===== config.mk =====
export PLATFORM = sky130hd
export DESIGN_NAME = pfu_redirect
export DESIGN_NICKNAME = d
export VERILOG_FILES = /design/src/rtl/pfu_redirect.sv
export SDC_FILE = /design/constraint.sdc
export NUM_CORES = 1
export LEC_CHECK = 0
export CORE_ASPECT_RATIO = 0.6
export CORE_MARGIN = 10
export CORE_UTILIZATION = 55
export CTS_CLUSTER_SIZE = 16
export DETAILED_ROUTE_END_ITERATION = 7
export HOLD_SLACK_MARGIN = 0.15
export PLACE_DENSITY = 0.79
export RECOVER_POWER = 50
export SYNTH_ARGS = -nofsm -noshare
export SYNTH_HDL_FRONTEND = slang
export SYNTH_SLANG_ARGS = --single-unit

===== constraint.sdc =====
create_clock -name clk_i -period 2.9 [get_ports clk_i]
set_input_delay 0.58 -clock clk_i [delete_from_list [all_inputs] [get_ports clk_i]]
set_output_delay 0.58 -clock clk_i [all_outputs]
set_load 0.05 [all_outputs]

===== src/rtl/pfu_redirect.sv =====
// -----------------------------------------------------------------------------
// pfu_redirect : instruction prefetch unit with pipelined fetch and redirect.
//
// It issues in-order fetch requests to the instruction cache and keeps up to
// 2**C_OUTST_X of them in flight. A small in-order tag queue remembers the
// address of every request that is still in flight. Responses are stored in a
// 2**C_FIFO_DEPTH_X entry buffer that the decoder reads. A new request is only
// issued when a buffer slot is free for every request already in flight, so
// the buffer can never overflow.
//
// A redirect (hvec_pc_wr_i) does four things: it reloads the PC, flushes the
// buffer, marks every in-flight response as stale so that it is dropped on
// arrival, and tags the next kept entry with SOFID_JUMP.
//
// Ports
//   clk_i, resetb_i        clock, asynchronous active-low reset
//   clk_en_i               clock enable; all state holds while low
//   ireq*                  fetch request channel to the instruction cache
//   irsp*                  in-order fetch response channel from the cache
//   ids_*                  head of the instruction buffer towards the decoder
//   hvec_pc_wr_i/_din_i    redirect strobe and target address
//   exs_hpl_i              current privilege level, forwarded on requests
// -----------------------------------------------------------------------------
module pfu_redirect #(
  parameter int unsigned C_BUS_SZX      = 5,
  parameter int unsigned C_FIFO_DEPTH_X = 2,
  parameter int unsigned C_OUTST_X      = 1,
  parameter int unsigned C_PC_STEP      = 4,
  parameter int unsigned SOFID_SZ       = 2,
  parameter logic [(2**C_BUS_SZX)-1:0] C_RESET_VECTOR = {(2**C_BUS_SZX){1'b0}},
  localparam int unsigned C_BUS_SZ      = 2**C_BUS_SZX
) (
  input  logic                clk_i,
  input  logic                resetb_i,
  input  logic                clk_en_i,
  input  logic                ireqready_i,
  output logic                ireqvalid_o,
  output logic [1:0]          ireqhpl_o,
  output logic [C_BUS_SZ-1:0] ireqaddr_o,
  output logic                irspready_o,
  input  logic                irspvalid_i,
  input  logic                irsprerr_i,
  input  logic [C_BUS_SZ-1:0] irspdata_i,
  output logic                ids_dav_o,
  input  logic                ids_ack_i,
  output logic [SOFID_SZ-1:0] ids_sofid_o,
  output logic [C_BUS_SZ-1:0] ids_ins_o,
  output logic                ids_ferr_o,
  output logic [C_BUS_SZ-1:0] ids_pc_o,
  input  logic                hvec_pc_wr_i,
  input  logic [C_BUS_SZ-1:0] hvec_pc_din_i,
  input  logic [1:0]          exs_hpl_i
);

  localparam int unsigned DEPTH = 2**C_FIFO_DEPTH_X;
  localparam int unsigned OUTST = 2**C_OUTST_X;
  localparam int unsigned FPW   = (C_FIFO_DEPTH_X > 0) ? C_FIFO_DEPTH_X : 1;
  localparam int unsigned TPW   = (C_OUTST_X > 0) ? C_OUTST_X : 1;
  localparam int unsigned FCW   = C_FIFO_DEPTH_X + 1;
  localparam int unsigned OCW   = C_OUTST_X + 1;
  // Wide enough to hold buffer occupancy plus in-flight requests.
  localparam int unsigned UCW   = C_FIFO_DEPTH_X + 2;

  localparam logic [FPW-1:0]      FIFO_LAST  = FPW'(DEPTH - 1);
  localparam logic [TPW-1:0]      TAG_LAST   = TPW'(OUTST - 1);
  localparam logic [SOFID_SZ-1:0] SOFID_RUN  = SOFID_SZ'(0);
  localparam logic [SOFID_SZ-1:0] SOFID_JUMP = SOFID_SZ'(1);

  logic [C_BUS_SZ-1:0] pc_q, pc_d;
  logic [OCW-1:0]      outst_q, outst_d;
  logic [OCW-1:0]      kill_q, kill_d;
  logic [FCW-1:0]      cnt_q, cnt_d;
  logic [FPW-1:0]      wr_ptr_q, wr_ptr_d, rd_ptr_q, rd_ptr_d;
  logic [TPW-1:0]      tag_wr_q, tag_wr_d, tag_rd_q, tag_rd_d;
  logic [SOFID_SZ-1:0] sofid_q, sofid_d;

  logic [C_BUS_SZ-1:0] tag_mem_q   [OUTST];
  logic [SOFID_SZ-1:0] buf_sofid_q [DEPTH];
  logic                buf_ferr_q  [DEPTH];
  logic [C_BUS_SZ-1:0] buf_pc_q    [DEPTH];
  logic [C_BUS_SZ-1:0] buf_ins_q   [DEPTH];

  logic [UCW-1:0] used_s;
  logic           redirect_s, req_s, accept_s, rsp_s, keep_s, pop_s;

  function automatic logic [FPW-1:0] fifo_next(input logic [FPW-1:0] p);
    logic [FPW-1:0] n;
    if (p == FIFO_LAST) begin
      n = FPW'(0);
    end else begin
      n = p + FPW'(1);
    end
    return n;
  endfunction

  function automatic logic [TPW-1:0] tag_next(input logic [TPW-1:0] p);
    logic [TPW-1:0] n;
    if (p == TAG_LAST) begin
      n = TPW'(0);
    end else begin
      n = p + TPW'(1);
    end
    return n;
  endfunction

  // Event decode. Every event is qualified by clk_en_i, so while the enable
  // is low each next-state value equals its current value. The request is
  // also withheld then, so that no handshake can complete while the unit is
  // frozen.
  always_comb begin
    redirect_s = clk_en_i & hvec_pc_wr_i;
    used_s     = UCW'(cnt_q) + UCW'(outst_q);
    req_s      = resetb_i & clk_en_i & ~hvec_pc_wr_i
               & (outst_q < OCW'(OUTST)) & (used_s < UCW'(DEPTH));
    accept_s   = req_s & ireqready_i;
    // A response can only arrive for a request that is in flight.
    rsp_s      = clk_en_i & irspvalid_i & (outst_q != OCW'(0));
    keep_s     = rsp_s & ~redirect_s & (kill_q == OCW'(0));
    pop_s      = clk_en_i & ids_ack_i & ~redirect_s & (cnt_q != FCW'(0));
  end

  // Next-state logic for the PC, counters, pointers and sofid state.
  always_comb begin
    pc_d     = pc_q;
    kill_d   = kill_q;
    cnt_d    = cnt_q;
    wr_ptr_d = wr_ptr_q;
    rd_ptr_d = rd_ptr_q;
    sofid_d  = sofid_q;
    // The tag queue tracks in-flight requests even across redirects, because
    // stale responses still come back and must be retired in order.
    outst_d  = outst_q + OCW'(accept_s) - OCW'(rsp_s);
    tag_wr_d = accept_s ? tag_next(tag_wr_q) : tag_wr_q;
    tag_rd_d = rsp_s ? tag_next(tag_rd_q) : tag_rd_q;
    if (redirect_s) begin
      pc_d     = hvec_pc_din_i;
      // Everything still in flight after this cycle is stale. The kill count
      // is reloaded here and never added to an older count.
      kill_d   = outst_q - OCW'(rsp_s);
      cnt_d    = FCW'(0);
      wr_ptr_d = FPW'(0);
      rd_ptr_d = FPW'(0);
      sofid_d  = SOFID_JUMP;
    end else begin
      if (accept_s) begin
        pc_d = pc_q + C_BUS_SZ'(C_PC_STEP);
      end else begin
        pc_d = pc_q;
      end
      if (rsp_s && (kill_q != OCW'(0))) begin
        kill_d = kill_q - OCW'(1);
      end else begin
        kill_d = kill_q;
      end
      cnt_d    = cnt_q + FCW'(keep_s) - FCW'(pop_s);
      wr_ptr_d = keep_s ? fifo_next(wr_ptr_q) : wr_ptr_q;
      rd_ptr_d = pop_s ? fifo_next(rd_ptr_q) : rd_ptr_q;
      sofid_d  = keep_s ? SOFID_RUN : sofid_q;
    end
  end

  // Control state registers.
  always_ff @(posedge clk_i or negedge resetb_i) begin
    if (!resetb_i) begin
      pc_q     <= C_RESET_VECTOR;
      outst_q  <= OCW'(0);
      kill_q   <= OCW'(0);
      cnt_q    <= FCW'(0);
      wr_ptr_q <= FPW'(0);
      rd_ptr_q <= FPW'(0);
      tag_wr_q <= TPW'(0);
      tag_rd_q <= TPW'(0);
      sofid_q  <= SOFID_JUMP;
    end else begin
      pc_q     <= pc_d;
      outst_q  <= outst_d;
      kill_q   <= kill_d;
      cnt_q    <= cnt_d;
      wr_ptr_q <= wr_ptr_d;
      rd_ptr_q <= rd_ptr_d;
      tag_wr_q <= tag_wr_d;
      tag_rd_q <= tag_rd_d;
      sofid_q  <= sofid_d;
    end
  end

  // Tag queue and instruction buffer storage.
  always_ff @(posedge clk_i or negedge resetb_i) begin
    if (!resetb_i) begin
      for (int unsigned i = 0; i < OUTST; i++) begin
        tag_mem_q[i] <= {C_BUS_SZ{1'b0}};
      end
      for (int unsigned i = 0; i < DEPTH; i++) begin
        buf_sofid_q[i] <= SOFID_RUN;
        buf_ferr_q[i]  <= 1'b0;
        buf_pc_q[i]    <= {C_BUS_SZ{1'b0}};
        buf_ins_q[i]   <= {C_BUS_SZ{1'b0}};
      end
    end else begin
      if (accept_s) begin
        tag_mem_q[tag_wr_q] <= pc_q;
      end
      if (keep_s) begin
        buf_sofid_q[wr_ptr_q] <= sofid_q;
        buf_ferr_q[wr_ptr_q]  <= irsprerr_i;
        buf_pc_q[wr_ptr_q]    <= tag_mem_q[tag_rd_q];
        buf_ins_q[wr_ptr_q]   <= irspdata_i;
      end
    end
  end

  assign ireqvalid_o = req_s;
  assign ireqhpl_o   = exs_hpl_i;
  assign ireqaddr_o  = pc_q;
  assign irspready_o = 1'b1;

  // The buffer head is read straight from the storage registers, so a write
  // into an empty buffer is visible one cycle later with no bypass.
  assign ids_dav_o   = (cnt_q != FCW'(0));
  assign ids_sofid_o = buf_sofid_q[rd_ptr_q];
  assign ids_ferr_o  = buf_ferr_q[rd_ptr_q];
  assign ids_pc_o    = buf_pc_q[rd_ptr_q];
  assign ids_ins_o   = buf_ins_q[rd_ptr_q];

endmodule


### Yosys cells after proc, flatten, opt, wreduce, memory -nomap -nowiden

Index checks and enable logic that the tools add are counted.

* flip-flop bits (word level): 379
* bits of input ports: 74
* output and inout bits: 104
* logic and storage cells: 122

* $add $sub $neg: 12
* magnitude comparators: 8
* eq/ne operators: 2
* multiplexer cells: 43
* bitwise operators: 19
* reduce and logical (&&, ||, !) cells: 11

Operator list (number)
* 32-bit two-way mux: 11
* 128-bit bitwise mux: 2
* 32-bit binary-select mux with 2-bit select: 2
* 64-bit bitwise mux: 1
* 32-bit demux with 2-bit select: 1
* 32-bit by 3-bit adder with 32-bit output, second input constant: 1
* 32-bit demux with 1-bit select: 1
* 2-bit two-way mux: 13
* 1-bit AND: 13
* 2-bit nonzero test: 6
* 8-bit bitwise mux: 1
* 3-bit >= comparator, second input constant: 2
* 2-bit NOT with 3-bit output: 2
* 1-bit two-way mux: 5
* 2-bit by 1-bit adder with 2-bit output, second input constant: 2
* 3-bit by 2-bit adder with 4-bit output: 1
* 2-bit binary-select mux with 2-bit select: 1
* 4-bit bitwise mux: 1
* 2-bit demux with 2-bit select: 1
* 2-bit equality test, second input constant: 2
* 2-bit >= comparator, second input constant: 2
* 4-bit by 3-bit < comparator with 1-bit output, second input constant: 1
* 1-bit NOT with 2-bit output: 2
* 2-bit by 1-bit subtractor with 2-bit output: 2
* 15 further kinds: 19

### Depth between registers and ports, before layout

Gate-level depths: netlist of run 1.

* depth in word-level cells: 7
* depth in mapped cells: 13
* depth with buffers taken out: 12

### Least setup slack after synthesis of run 1

Ideal clock, no wire load.

* path kind: reg-to-output
* start point: register outst_q[1]
* end point: output ireqvalid_o
* data arrival time: 2254 ps
* required time: 2320 ps
* slack: 66 ps
* cell stages (with the launch flop): 4
* path buffers: 0
* path through: dfrtp_1 ha_1 or4b_4 nor3_1

* longest elaborated chain between the ends: 3
* elaborated cells on any way between the ends: 5
* classes of those cells: add/sub (1); order compare (2); bitwise (2)

Ends and longest elaborated chain
* from (decl): RTL line 70 `logic [OCW-1:0] outst_q, outst_d;`
* from (signal assigned): RTL line 176 `outst_q <= outst_d;`
* 3-bit by 2-bit adder with 4-bit output or 2-bit < comparator (tied branches): RTL line 112, 114
* 4-bit by 3-bit < comparator with 1-bit output or 1-bit AND (tied branches): RTL line 114 `& (outst_q < OCW'(OUTST)) & (used_s < UCW'(DEPTH));`
* 1-bit AND (*): RTL line 114
* to (decl): RTL line 37 `output logic ireqvalid_o,`

Mark *: on every way between the ends. The rest lies on a longest branch, timed or not.

### Worst setup path in the final report of run 1

Ends and elaborated chain as after synthesis.

==> impl_metrics.ini, run 1 <==
[global_routing]
grt_pass1_vias = 11240
grt_pass1_wl_um = 64380
grt_max_degree = 163
grtUsageTotal_pct = 21.38
grt_antenna_before_repair = 3
grt-ovfl-total = 0

[logic_synthesis]
synth_warnings = 0
yosys-top-cells-area = dfrtp_1 (56%), mux2_2 (24%), mux4_2 (8.9%)
synth_cell_types = 45
syn_nets = 1214
ys_async_sr_fraction_pct = 100.0
synth-seq-cells = 374
avgSynthCellArea_um2 = 14.89
synthFlopType = dfrtp_1
yosysTopAreaCell = dfrtp_1
synth_cells = 1126
yosysTopAreaCellShare_pct = 55.68
synth_edf_count = 0
netlist_area_mm2 = 0.01676
ys_seq_area_share_pct = 55.84

[pwr]
p_sw_mw = 6.691
ir_drop_uv = 517.2
powerDensity_mw_per_mm2 = 928.6
pwr-share-comb_pct = 37.9
intPower_mw = 12.35
leakage_nw = 9.609
p_seq_share_pct = 37.6
clkPwrFrac_pct = 24.5
switching_share_pct = 35.14

[run_status]
status = finished with violations
violations = max-capacitance violations, max-slew violations

[critical_path]
critPathCaptureType = output pin
r2r_slack_ns = 0.05
critical_path.max_stage_delay_ns = 0.52
path_cells = ha_1 > or4b_4 > nor3_2 > buf_12
critPathKind = flip-flop to output pin
crit_fanout = 7
worst-endpoint-arrival_ns = 2.30
required_ns = 2.32
startpoint_type = flip-flop
crit_slowest_cell = or4b_4

[floorplanning]
fp.dieH_um = 155.2
die_area_mm2 = 0.03809
die_width_um = 245.4
start_util_pct = 55.92
io_pins = 178
rows = 49
coreArea_mm2 = 0.02998

[job]
maxCapViolCount = 1

[sta]
worst_slew_pin_slew_ns = 1.515
finalSetupViolCount = 0
fmax_mhz = 346.7
skew_ns = 0.01879
finalHoldViolations = 0
rsz0062_at_grt = no
slew_violations = 22
setup_tns_ns = 0
period_needed_ns = 2.885
relSlewSlack_pct = -1.013
post-route-period-util_pct = 99.47

[finish]
fillCellCount = 2083
fin_cells = 1737
drive_gt1_share_pct = 45.02
syn_to_final_growth_pct = 22.32
fin_nets = 1387

[placed_design]
place_congestion = 0.8179
place_inst = 1669
dp_hpwl_um = 26290
numPortBuffers = 171

[worst_hold_path]
hp-class = input port to async pin

[route]
via_per_inst = 5.891
ant_nets = 0
drt_iter0_markers = 665
vias = 10230
dr.pass1.iters = 4
wl_um = 40260
drc = 0
wl_per_cell_um = 23.18

[cts]
cts_tree = built
clock_path_buffers = 3
numClockSinks = 374
cts_setup_buffers = 0
clk_latency_ns = 0.54
root_buffer = clkbuf_16
cts_made_buffers = 36
cts_max_level = 2
path_clk_slew_ns = 0.07
## power by group through the flow
stage                     clock (mW)  sequential [mW]  combinational [mW]
after detailed placement           0             7.22                7.32
after CTS                       4.77             7.15                7.36
after global routing            5.00             7.30                7.63
after global placement             0             7.13                7.15
after floorplan                    0             7.12                4.59
final                           4.66             7.17                7.22
## final timing paths
kind / from / end / cells after the start
setup reg to reg: tag_rd_q / buf_pc_q[105] / 3
setup / recovery: outst_q[1] / ireqvalid_o / 4
hold reg to reg: buf_pc_q[41] / buf_pc_q[41] / 1
hold / removal: resetb_i / tag_mem_q[0] / 2
max in group asynchronous: resetb_i / buf_pc_q[109] / 3
min in group clk_i: buf_pc_q[41] / buf_pc_q[41] / 1
## cells in the mapped netlist, drive strengths merged, types with 2 or more instances
cell type and n:
nor4 3, conb 2, a21oi 2, a31oi 24
nand2 32, nor2b 2, and4 4, and3 5
xnor2 10, mux2i 2, clkbuf 59, buf 22
mux2 360, or4 22, ha 13, o31ai 20
nor2 30, inv 16, mux4 66, or3 9
o311a 3, nand3 9, and2 2, nand4 9
o21ai 13, dfrtp 373
## routing by layer
metal	global-route usage (%)	part of all wire (%)	up-vias
li1	-	-	4551
met2	35.63	50	196
met1	28.42	44	5432
met5	0	0	-
met3	3.813	4.4	54
met4	5.943	1.9	0
## state kept, by name, summed over array words and instances, names as in the netlist
| name | cells |
|---|---|
| wr_ptr_q | 2 |
| tag_mem_q | 64 |
| ireqaddr_o | 32 |
| buf_sofid_q | 4 |
| outst_q | 2 |
| buf_ins_q | 128 |
| sofid_q | 1 |
| kill_q | 2 |
| rd_ptr_q | 2 |
| cnt_q | 3 |
| buf_ferr_q | 4 |
| tag_rd_q | 1 |
| tag_wr_q | 1 |
| buf_pc_q | 128 |
## cell families (layout without fill, tap and decap cells)
group | after synthesis | after routing | synth area share, %
AOI/OAI and AO/OA | 65 | 65 | 2.560
xor gates and xnor gates | 11 | 11 | 0.5747
adders and majority gates | 14 | 14 | 1.090
buffers and inverters | 97 | 297 | 2.351
DFF | 374 | 374 | 55.84
muxes | 428 | 428 | 33.17
other | 2 | 5 | 0.04480
and+or+nand+nor | 135 | 135 | 4.374
## stage by stage
stage | worst slack, ns | hold slack, ns | utilization, % | power [mW] | cell area (um^2)
global route | 0.0007701 | 0.5132 | 68.39 | 19.93 | 20500
finish | 0.01549 | 0.4873 | 68.39 | 19.04 | 20500
floorplan | 0.06568 | 0.2844 | - | 11.71 | 16760
detailed placement | 0.002638 | 0.4867 | 64.79 | 14.54 | 19420
CTS | 0.03463 | 0.2325 | 68.70 | 19.29 | 20590
global placement | 0.09228 | 0.4770 | 64.79 | 14.28 | 19420
## worst max-delay path: cells and delay by family, from the launching register on
kind                     cells  cell delay [ns]
flip-flops                   1             0.50
AND/OR/NAND/NOR              2             0.83
adder cells (fa/ha/maj)      1             0.27
buffers and inverters        1             0.19
## area by class of cell
type	instances	area, um^2	area share [%]
sequential	374	9368	45.69
clock buffer	48	1017	4.961
multi-input combinational	655	7044	34.35
clock inverter	17	147.6	0.7200
inverter	16	60.06	0.2929
antenna	3	7.507	0.03661
timing repair buffer	216	2350	11.46
tap	408	510.5	2.490
## cell usage in the layout (no fill, tap or decap), types with 3 or more instances in the layout
master           netlist  routed
mux2_2               360     357
clkbuf_16              0      37
nor2_1                30      29
clkinv_2               0      11
nand2_4                0       3
mux4_2                66      66
mux2_1                 0       3
and3_1                 5       5
o311a_1                3       3
clkbuf_4               0       4
or4_1                 21      21
or3_1                  9       9
diode_2                0       3
nand4_1                9       9
clkdlybuf4s50_1        0     103
inv_1                 16      16
clkbuf_1              58      15
a31oi_1               24      24
nor4_1                 3       3
dfrtp_1              373     371
o31ai_1               20      20
xnor2_1               10      10
nand3_1                9       9
buf_12                 0      40
clkbuf_8               0       5
buf_4                  4      59
o21ai_0               13      13
ha_1                  13      13
and4_1                 4       4
nand2_1               32      29
## repair_timing
| item | 4_1_cts | 5_1_grt |
|---|---|---|
| hold buffers | 0 | 0 |
| endpoints found under the setup margin | 1 | 0 |
| resized for setup | 1 | 0 |
| hold endpoints to repair | 0 | 0 |
No activity file was read; power rests on OpenSTA's default activity.
==> run 2: changes to the inputs <==
--- a/config.mk
+++ b/config.mk
@@ -5,6 +5,8 @@
 export SDC_FILE = /design/constraint.sdc
 export NUM_CORES = 1
 export LEC_CHECK = 0
+export ABC_CLOCK_PERIOD_IN_PS = 2900
+export CAP_MARGIN = 10
 export CORE_ASPECT_RATIO = 0.6
 export CORE_MARGIN = 10
 export CORE_UTILIZATION = 55
==> constraint.sdc (replaced) <==
create_clock -name clk_i -period 2.9 [get_ports clk_i]
set_input_delay 0.435 -clock clk_i [delete_from_list [all_inputs] [get_ports clk_i]]
set_output_delay 0.435 -clock clk_i [all_outputs]
set_load 0.05 [all_outputs]
==> run 2 against run 1 <==
Compared with the run above:
- clock power grew 1%
- the run still ends with max-capacitance violations, max-slew violations left
- via count is the same
- largest cell class unchanged
- critical endpoint unchanged
- final area shrank 2.0%
- highest routed layer unchanged
==> impl_metrics.ini, run 2 (same netlist as run 1, synthesis figures left out) <==
[route]
via_per_inst = 5.905
drt_iter0_markers = 654
vias = 10230
ant_nets = 0
drc = 0
dr.pass1.iters = 4
wl_um = 39340
wl_per_cell_um = 22.70

[sta]
finalSetupViolCount = 0
worst_slew_pin_slew_ns = 1.653
period_needed_ns = 2.799
post-route-period-util_pct = 96.53
finalHoldViolations = 0
setup_tns_ns = 0
rsz0062_at_grt = no
skew_ns = 0.01702
relSlewSlack_pct = -10.23
fmax_mhz = 357.2
slew_violations = 69

[worst_hold_path]
hp-class = input port to flip-flop

[cts]
cts_tree = built
path_clk_slew_ns = 0.06
numClockSinks = 374
ctsResizeCount = 0
clock_path_buffers = 3
cts_max_level = 2
clk_latency_ns = 0.52
cts_setup_buffers = 0
root_buffer = clkbuf_16
cts_made_buffers = 36

[finish]
stdcell_area_mm2 = 0.02009
drive_gt1_share_pct = 44.75
final_common_cell = dfrtp_1
seq_area_mm2 = 0.009368
fin_nets = 1388
antenna_cells = 0
syn_to_final_growth_pct = 19.84
fillCellCount = 2125
layout_common_cells = dfrtp_1 (371), mux2_2 (358), clkdlybuf4s50_1 (102)
final_util_pct = 67.01
multi_input_area_mm2 = 0.007034
reg_top3 = buf_ins_q x128, buf_pc_q x128, tag_mem_q x64

[floorplanning]
coreArea_mm2 = 0.02998
start_util_pct = 55.92
io_pins = 178
fp.dieH_um = 155.2
die_area_mm2 = 0.03809
rows = 49
die_width_um = 245.4

[critical_path]
required_ns = 2.47
startpoint_type = flip-flop
critical_path.max_stage_delay_ns = 0.51
worst-endpoint-arrival_ns = 2.36
crit_fanout = 7
critPathKind = flip-flop to output pin
critPathBufInv = 1
crit_slowest_cell = or4b_4
cp_top_family = simple AND/OR/NAND/NOR gates
path_cells = ha_1 > or4b_4 > nor3_1 > buf_12
critPathCaptureType = output pin

[global_routing]
grt_antenna_before_repair = 0
grt_max_degree = 167
grtUsageTotal_pct = 20.87
grt-ovfl-total = 0
grt_pass1_wl_um = 63000
grt_pass1_vias = 10980

[placed_design]
place_congestion = 0.8130
numPortBuffers = 171
dp_hpwl_um = 26200
placed_area_mm2 = 0.01905

[job]
maxCapViolCount = 1

[run_status]
status = finished with violations
violations = max-capacitance violations, max-slew violations

[pwr]
powerDensity_mw_per_mm2 = 919.4
ir_drop_uv = 637.0
leakage_nw = 9.455
run 2: cell types whose count changed in the layout (fill, tap and decap cells not counted), sizes merged:
cell / delta
clkbuf: +16
inv: -2
clkinv: -6
clkdlybuf4s50: -1
buf: -8
dlygate4sd3: +2
diode: -3
clkinvlp: -2
run 2: routing by layer:
metal,GRT usage (%),vias up,share of wire [%]
met1,28.42,5435,45
met3,4.155,52,4.4
met5,0,-,0
met2,33.99,180,48
met4,5.123,0,1.7
li1,-,4566,-
run 2: cell type report:
type | count | area share [%]
Clock buffer | 56 | 5.462
Inverter | 16 | 0.2990
Multi-Input combinational cell | 655 | 35.01
Clock inverter | 7 | 0.4235
Sequential cell | 374 | 46.63
Tap cell | 408 | 2.541
Timing Repair Buffer | 217 | 9.629
run 2: timing repair:
action                     4_1_cts  5_1_grt
hold endpoints to repair        44        0
setup endpoints to repair        0        0
hold buffers                     1        0
run 2: report_power, final:
group / switching (mW) / internal, mW
Clock: 1.93 / 2.78
Sequential: 0.787 / 6.39
Combinational: 3.76 / 2.82
run 2: worst paths after layout:
kind / to / startpoint / depth (start not counted) / slack, ns
setup / recovery: ireqvalid_o / outst_q[1] / 4 / 0.10
min in group asynchronous: buf_pc_q[121] / resetb_i / 3 / 0.73
hold reg to reg: buf_pc_q[14] / buf_pc_q[14] / 1 / 0.50
hold / removal: ireqaddr_o[1] / hvec_pc_din_i[1] / 3 / 0.48
max in group asynchronous: buf_ins_q[49] / resetb_i / 4 / 0.64
setup reg to reg: ireqaddr_o[18] / outst_q[1] / 6 / 0.18
run 2: stage by stage:
step	cells	hold slack [ns]	setup WS (ns)	power [mW]
final	1733	0.4808	0.1008	18.47
after global routing	1733	0.4905	0.004167	19.36
after CTS	1733	0.4689	0.06925	18.67
after detailed placement	1669	0.4862	0.06020	13.90
after global placement	1669	0.4813	0.07313	13.69
after floorplan	1126	0.1394	0.1999	11.71
run 2: tightest hold or removal path, delay by kind of cell:
kind / cells / cell delay (ns)
buffers and inverters: 1 / 0.40
AND/OR/NAND/NOR: 2 / 0.12
==> run 3: changes to the inputs <==
--- a/config.mk
+++ b/config.mk
@@ -15,6 +15,7 @@
 export HOLD_SLACK_MARGIN = 0.15
 export PLACE_DENSITY = 0.79
 export RECOVER_POWER = 50
+export SKIP_CTS_REPAIR_TIMING = 1
 export SYNTH_ARGS = -nofsm -noshare
 export SYNTH_HDL_FRONTEND = slang
 export SYNTH_SLANG_ARGS = --single-unit
==> run 3 against run 2 <==
Compared with the run above:
- the run still ends with max-capacitance violations, max-slew violations left
- non-clock buffer count shrank 1
- global-route usage is essentially flat
- routed wire length is essentially flat
- power is essentially flat
- combinational power is essentially flat
- first-iteration DRC count shrank 11%
- critical path depth is the same
- count of clock-buffer cells in the layout is the same
- clock power is essentially flat
- critical path type unchanged
- largest cell class unchanged
- highest routed layer unchanged
==> impl_metrics.ini, run 3 (same netlist as run 1, synthesis figures left out) <==
[pwr]
p_total_mw = 18.48
ir_drop_uv = 636.7
powerDensity_mw_per_mm2 = 915.7
leakage_nw = 9.502

[placed_design]
place_congestion = 0.8130
place_inst = 1669
dp_hpwl_um = 26200
numPortBuffers = 171
post-place-ws_ns = 0.06020

[finish]
final_common_cell = dfrtp_1
fin_cells = 1732
reg_top3 = buf_ins_q x128, buf_pc_q x128, tag_mem_q x64
layout_common_cells = dfrtp_1 (371), mux2_2 (360), clkdlybuf4s50_1 (102)
final_util_pct = 67.32
antenna_cells = 0
fin_nets = 1387
syn_to_final_growth_pct = 20.39
drive_gt1_share_pct = 45.24

[route]
vias = 10170
via_per_inst = 5.870
dr.pass1.iters = 5
ant_nets = 0
wl_um = 39370
drt_iter0_markers = 582
wl_per_cell_um = 22.73
drc = 0

[worst_hold_path]
hp-class = input port to async pin

[critical_path]
crit_slowest_cell = or4b_4
startpoint_type = flip-flop
cp_top_family = simple AND/OR/NAND/NOR gates
required_ns = 2.47
r2r_slack_ns = 0.18
worst-endpoint-arrival_ns = 2.36
cp-startpoint = outst_q[1]
critPathBufInv = 1
crit_fanout = 7
path_cells = ha_1 > or4b_4 > nor3_1 > buf_12
critical_path.max_stage_delay_ns = 0.51
reg2reg_from = outst_q[1]
reg2reg_depth = 6
critPathCaptureType = output pin
worstReg2RegEnd = ireqaddr_o[18]
critPathKind = flip-flop to output pin

[global_routing]
grt_pass1_vias = 10970
grtUsageTotal_pct = 20.86
grt_pass1_wl_um = 62990
grt_max_degree = 167
grt-ovfl-total = 0
grt_antenna_before_repair = 0

[cts]
cts_max_level = 2
cts_tree = built
path_clk_slew_ns = 0.06
cts_made_buffers = 36
root_buffer = clkbuf_16
numClockSinks = 374
clock_path_buffers = 3
clk_latency_ns = 0.52

[sta]
finalHoldViolations = 0
fmax_mhz = 357.4
slew_violations = 130
period_needed_ns = 2.798
skew_ns = 0.01660
worst_slew_pin_slew_ns = 1.653
setup_slack_ns = 0.1022
relSlewSlack_pct = -10.17
finalSetupViolCount = 0
post-route-period-util_pct = 96.48
setup_tns_ns = 0
rsz0062_at_grt = no

[floorplanning]
rows = 49
start_util_pct = 55.92
io_pins = 178
coreArea_mm2 = 0.02998
die_width_um = 245.4
fp.dieH_um = 155.2
die_area_mm2 = 0.03809

[run_status]
violations = max-capacitance violations, max-slew violations
status = finished with violations

[job]
maxCapViolCount = 2
[run 3: changes by cell type in the layout (fill, tap and decap cells not counted)]
cell	change
mux2_1	-2
clkbuf_2	-5
clkbuf_1	-4
buf_12	+6
buf_4	+6
dlygate4sd3_1	-1
clkbuf_4	-3
mux2_2	+2
[run 3: how the worst max path moves through the flow]
stage | cells past startpoint | slack [ns] | end
floorplan | 11 | 0.20 | cnt_q[2]
global placement | 12 | 0.07 | cnt_q[2]
detailed placement | 12 | 0.06 | cnt_q[2]
CTS | 4 | 0.07 | ireqvalid_o
global route | 4 | 0.004 | ireqvalid_o
finish | 4 | 0.10 | ireqvalid_o
[run 3: power by group]
group	internal (mW)	switching, mW	total (mW)
logic	2.83	3.76	6.59
registers	6.39	0.789	7.18
clock network	2.78	1.94	4.71
total	12.0	6.49	18.5
[run 3: per-stage QoR]
step,cell area (um^2),hold WS [ns]
final,20180,0.4246
after global placement,19050,0.4813
after detailed placement,19050,0.4862
after CTS,20230,0.1365
after global routing,20180,0.4905
after floorplan,16760,0.1394
[run 3: cell type report]
class / instances / area (um^2)
fill: 2113 / 9798
sequential: 374 / 9368
multi-input combinational: 655 / 7034
timing repair buffer: 216 / 2027
clock buffer: 56 / 1097
tap: 408 / 510.5
clock inverter: 7 / 85.08
inverter: 16 / 60.06
[run 3: per-layer routing]
metal	track usage (%)	wire length (um)	share of wire, %
met1	28.41	17990	46
met2	33.99	18910	48
met3	4.155	1823	4.6
met4	5.123	652	1.7
met5	0	0	0
